$ cat src/rtl/data_mem_pkg.sv
// Shared constants for the byte-lane data memory and the execute-stage store decoder.
package data_mem_pkg;

    localparam int DATA_W_DEF = 8;
    localparam int ADDR_W_DEF = 8;

    // wren is active low: 0 writes, 1 only reads
    localparam logic WREN_WRITE = 1'b0;
    localparam logic WREN_READ  = 1'b1;

    // Per-lane write enables for a 32-bit word built from four byte lanes
    localparam logic [3:0] WREN_WORD = 4'b0000;
    localparam logic [3:0] WREN_HALF = 4'b1100;
    localparam logic [3:0] WREN_BYTE = 4'b1110;
    localparam logic [3:0] WREN_NONE = 4'b1111;

    typedef enum logic [1:0] {
        STORE_BYTE = 2'd0,
        STORE_HALF = 2'd1,
        STORE_WORD = 2'd2
    } store_size_e;

    function automatic logic [3:0] lane_wren(input store_size_e size, input logic store_en);
        logic [3:0] mask;
        mask = WREN_NONE;
        if (store_en) begin
            unique case (size)
                STORE_BYTE: mask = WREN_BYTE;
                STORE_HALF: mask = WREN_HALF;
                STORE_WORD: mask = WREN_WORD;
                default:    mask = WREN_NONE;
            endcase
        end
        return mask;
    endfunction

endpackage

$ cat src/rtl/data_mem.sv
// One byte lane of the data memory: registered address, active-low write, write-through read.
module data_mem
  import data_mem_pkg::*;
#(
  parameter int    DATA_W    = DATA_W_DEF,
  parameter int    ADDR_W    = ADDR_W_DEF,
  parameter string INIT_FILE = ""
) (
  input  logic [ADDR_W-1:0] address,
  input  logic              clk,
  input  logic [DATA_W-1:0] data,
  input  logic              wren,
  output logic [DATA_W-1:0] q,
  input  logic              rst
);

  localparam int DEPTH = 1 << ADDR_W;

  logic [DATA_W-1:0] mem [DEPTH];
  logic [ADDR_W-1:0] addr_q;
  logic              rd_en_q;

  always_ff @(posedge clk or posedge rst) begin
    if (rst) begin
      addr_q  <= '0;
      rd_en_q <= 1'b0;
    end else begin
      addr_q  <= address;
      rd_en_q <= 1'b1;
    end
  end

  // No reset on the array so it maps to block RAM; rst only gates the write
  always_ff @(posedge clk) begin
    if (!rst && wren == WREN_WRITE) begin
      mem[address] <= data;
    end
  end

  // Reading through the registered address makes a same-address write visible right after the edge
  assign q = rd_en_q ? mem[addr_q] : '0;

endmodule

$ cat config.mk
export PLATFORM = sky130hd
export DESIGN_NAME = data_mem
export DESIGN_NICKNAME = d
export VERILOG_FILES = /design/src/rtl/data_mem_pkg.sv /design/src/rtl/data_mem.sv
export SDC_FILE = /design/constraint.sdc
export NUM_CORES = 2
export LEC_CHECK = 0
export ABC_AREA = 1
export BUFFER_PORTS_ARGS = -buffer_cell sky130_fd_sc_hd__buf_2
export CAP_MARGIN = 20
export CORE_ASPECT_RATIO = 1.5
export CORE_MARGIN = 2
export CORE_UTILIZATION = 30
export CTS_CLUSTER_DIAMETER = 60
export DETAILED_ROUTE_END_ITERATION = 12
export PLACE_DENSITY_LB_ADDON = 0.15
export SYNTH_ARGS = -nofsm -noshare
export SYNTH_HDL_FRONTEND = slang
export SYNTH_SLANG_ARGS = --single-unit
$ cat constraint.sdc
create_clock -name clk -period 3.3 [get_ports clk]
set_clock_uncertainty 0.15 [all_clocks]
set_input_delay 0.495 -clock clk [delete_from_list [all_inputs] [get_ports clk]]
set_output_delay 0.495 -clock clk [all_outputs]
set_load 0.05 [all_outputs]
# Word-level counts from Yosys, hierarchy flattened
# Memory sizes are Yosys's and may differ from the RTL's.
# Index checks and enable logic that the tools add are counted.
[totals]
n_memories = 1
in_bits = 19
regBits = 9
output_inout_bits = 8
word_cells = 9
mem_bits_rw = 2048
[classes]
reduce_logical = 2
muxes = 3
n_bitwise = 1
[memory_table]
columns = ["name", "words", "word_bits", "rd", "rd_clocked_by_memory_dff", "wr", "line", "text"]
rows = [
  ["mem", 256, 8, 1, 0, 1, "data_mem.sv:19", "logic [DATA_W-1:0] mem [DEPTH];"],
]
[op_table]
columns = ["op", "count"]
rows = [
  ["2-to-1 mux 8 bit", 1],
  ["2-to-1 mux 1 bit", 2],
  ["logical AND 1 bit", 1],
  ["zero test 1 bit", 1],
  ["inverter 1 bit", 1],
]

# Longest topological paths before layout
[depth]
depth_word = 4
mapped_depth = 15

# Least setup slack after synthesis
# Ideal clock, no wire load.
[synth_path]
path_kind = "flip-flop to output port"
from = "reg addr_q[0]"
to = "out q[3]"
stages_incl_launch_ff = 16
path_buffers = 4
t_arrival_ns = 2.176
required_time_ns = 2.655
path_slack_ns = 0.479
cell_sequence = "dfrtp_1 > buf_4 > inv_4 > buf_6 > buf_4 > buf_4 > nand2_1 > nand3_1 > nand3_1 > nand3_1 > nand3_1 > nand3_1 > nand3_1 > nand3_1 > nand2_1 > nor2_1"
[synth_between]
elab_chain_cells = 2
[synth_rtl]
columns = ["item", "line", "text"]
rows = [
  ["start, declared", "data_mem.sv:20", "logic [ADDR_W-1:0] addr_q;"],
  ["start signal, assigned", "data_mem.sv:28", "addr_q <= address;"],
  ["memory read (256 x 8 bit)", "n/a", ""],
  ["2-to-1 mux 8 bit", "data_mem.sv:41", "assign q = rd_en_q ? mem[addr_q] : '0;"],
  ["end, declared", "data_mem.sv:13", "output logic [DATA_W-1:0] q,"],
]
# No other way between the ends.

# Final worst setup path
[layout_path]
from = "reg addr_q[0]"
to = "out q[0]"
# Same word-level chain as after synthesis.

==> results.ini <==
[floorplan]
die_y_um = 650
dieWidth_um = 435
rows = 237
core-area_um2 = 278000
io-pin-count = 27
start_util_pct = 30.1
dieArea_um2 = 283000

[pwr]
clockPowerShare_pct = 41.6
p_sw_share_pct = 23.4
power_frac_comb_pct = 7.7
p_per_area_nw_per_um2 = 559
cellInternalPower_w = 0.0435
vdd_drop_max_mv = 0.379
seqPwrFrac_pct = 50.7
netSwitchingPower_w = 0.0132
leakage_nw = 35.8

[final_layout]
layout.nets = 7557
area_growth_pct = 21.3
fill_cells = 27200
final_area_um2 = 101000
instances_no_fill = 11400
final_core_util_pct = 36.5
layout-drive-gt1-share_pct = 15.6

[worst_setup_path]
path_max_fanout = 20
cp.required_ns = 2.65
crit_type = reg2out
cp.arrival_ns = 3.78
startpoint_type = flip-flop
setup.worst_path.start = addr_q[0]
crit_path_end_kind = output port

[sta]
rsz0062_at_grt = yes
relSlewSlack_pct = 32.1
fin_crit_sh_pct = 134
fmax_mhz = 226
maxSlewViolCount = 0
hold_viol = 0
setup_viol = 8
min_period_ns = 4.43
setup_ws_ns = -1.13
worst_slew_pin_slew_ns = 1.01
hold_slack_ns = 0.111

[grt]
grt_max_degree = 79
grt_pass1_wl_um = 402000
first_global_vias = 56000
grt_use_total_pct = 19.3
antenna_found_initial = 10
grt_overflow = 0

[synthesis]
synth_nets = 7044
yosys_warnings = 0
ys_seq_elements = 2057
yosysSeqAreaShare_pct = 73.9
synth_area_per_cell_um2 = 11.9
yosysUniqueCellTypes = 18
synth_area_um2 = 83600
synthCells = 7025

[drt]
vias_per_cell = 4.92
drc = 0
dr_total_vias = 56100
routed_wl_um = 286000
first_pass_iters = 6
drt_iter0_drc = 4325
wl_per_cell_um = 25.1
drtAntennaViolNets = 0

[clock_tree]
htree_levels = 4
cts_tree = built
cts_sinks = 2057
cts_max_path_buffers = 4
cts_buffers = 206
clk_pin_slew_ns = 0.07
cts-root-buf = clkbuf_16

[placement]
placed_area_um2 = 92900
dp.cells = 11000
io_buffers = 26
place.gp.congestion = 0.846
hpwl_um = 182000

[status]
violations = setup timing
outcome = complete, but fails checks

[hold_path]
hold_path_class = in2async

[run]
max_cap_viol_count = 0

-- logic make-up after synthesis --
family	share of synthesized area, %
compound gates	0.407
buf+inv	3.18
flops	73.9
other cells	0.00449
simple gates	22.6
-- cells in the final DEF (no fill, tap or decap), types with 2 or more instances in the layout --
cell type	n
a21oi_1	16
buf_12	123
buf_16	17
buf_2	10
buf_4	550
buf_6	39
buf_8	14
bufinv_16	22
clkbuf_1	38
clkbuf_16	227
clkinv_1	42
clkinv_2	38
clkinv_4	3
clkinv_8	3
clkinvlp_4	6
dfrtp_1	4
dfrtp_4	4
diode_2	6
dlygate4sd3_1	17
edfxtp_1	2048
inv_1	35
inv_6	6
inv_8	3
nand2_1	2061
nand2_2	17
nand2_4	5
nand3_1	1845
nand3_2	84
nand3_4	2
nor2_1	339
nor2_2	13
nor2_4	12
o21ai_0	31
o22ai_1	16
-- power groups by stage --
stage | logic (W) | registers [W] | clock network (W)
after global routing | 0.00465 | 0.0288 | 0.0250
after detailed placement | 0.00409 | 0.0293 | 0
after CTS | 0.00418 | 0.0288 | 0.0242
after global placement | 0.00409 | 0.0293 | 0
final | 0.00435 | 0.0288 | 0.0236
after floorplan | 0.00181 | 0.0293 | 0
-- per-stage QoR --
step	TNS [ns]	power (W)	worst slack, ns
4_1_cts	-9.44	0.0571	-1.23
6_report	-8.31	0.0567	-1.13
5_1_grt	-9.18	0.0584	-1.18
3_5_place_dp	-3.90	0.0334	-0.650
2_1_floorplan	0	0.0311	0.479
3_3_place_gp	-4.12	0.0334	-0.709
-- final timing paths --
| path | endpoint | cells after the start | slack, ns |
|---|---|---|---|
| setup / recovery | q[0] | 15 | -1.13 |
| hold / removal | addr_q[5] | 3 | 0.11 |
| min in group clk | addr_q[0] | 2 | 0.25 |
| max in group asynchronous | addr_q[1] | 3 | 2.46 |
-- routing by layer --
layer	part of all wire, %	track usage [%]	wire length [µm]	vias up
met2	52	35.6	149000	1376
met4	4.9	8.15	14000	8
met3	4.2	2.25	11900	457
met1	39	22.6	111000	28300
met5	0.016	0	45	-
li1	-	-	-	25900
-- state kept, by name, summed over array words and instances, names as in the netlist --
| register | cells |
|---|---|
| addr_q | 8 |
| rd_en_q | 1 |
| mem | 2048 |
-- synth_stat cells, drive strengths merged --
master,n,area share (%)
conb,1,0.0045
o22ai,16,0.12
nand3,1931,12
clkbuf,110,0.49
o21ai,32,0.19
inv,40,0.18
a21oi,16,0.096
dfrtp,9,0.27
buf,375,2.5
edfxtp,2048,74
nand2,2083,9.4
nor2,364,1.6
-- critical path: stages, from the launching register on --
cell	delay, ns
dfrtp_4	0.61
buf_12	0.20
buf_6	0.18
clkbuf_16	0.22
nand2_1	0.07
nand3_1	0.09
nand3_1	0.24
nand3_1	0.23
nand3_1	0.19
nand3_1	0.14
nand3_1	0.13
nand3_2	0.08
nand2_1	0.06
nor2_1	0.12
buf_4	0.17
buf_12	0.14
-- final cells by class --
| class | instances | area, µm² | share of cell area, % |
|---|---|---|---|
| timing repair buffer | 788 | 8390 | 8.27 |
| clock buffer | 248 | 5400 | 5.32 |
| clock inverter | 119 | 1160 | 1.15 |
| sequential | 2057 | 61700 | 60.9 |
| multi-input combinational | 4443 | 19800 | 19.6 |
| timing repair inverter | 2 | 32.5 | 0.0321 |
| inverter | 40 | 201 | 0.199 |
| tap | 3704 | 4630 | 4.57 |
| antenna | 6 | 15.0 | 0.0148 |
-- timing repair --
action	CTS	global route
endpoints found under the hold margin	309	0
setup buffers	4	17
setup endpoints to repair	8	8
hold buffers	17	0
gates resized for setup	53	172
pin swaps	0	19
cloned	3	21
No activity file was read; power rests on OpenSTA's default activity.
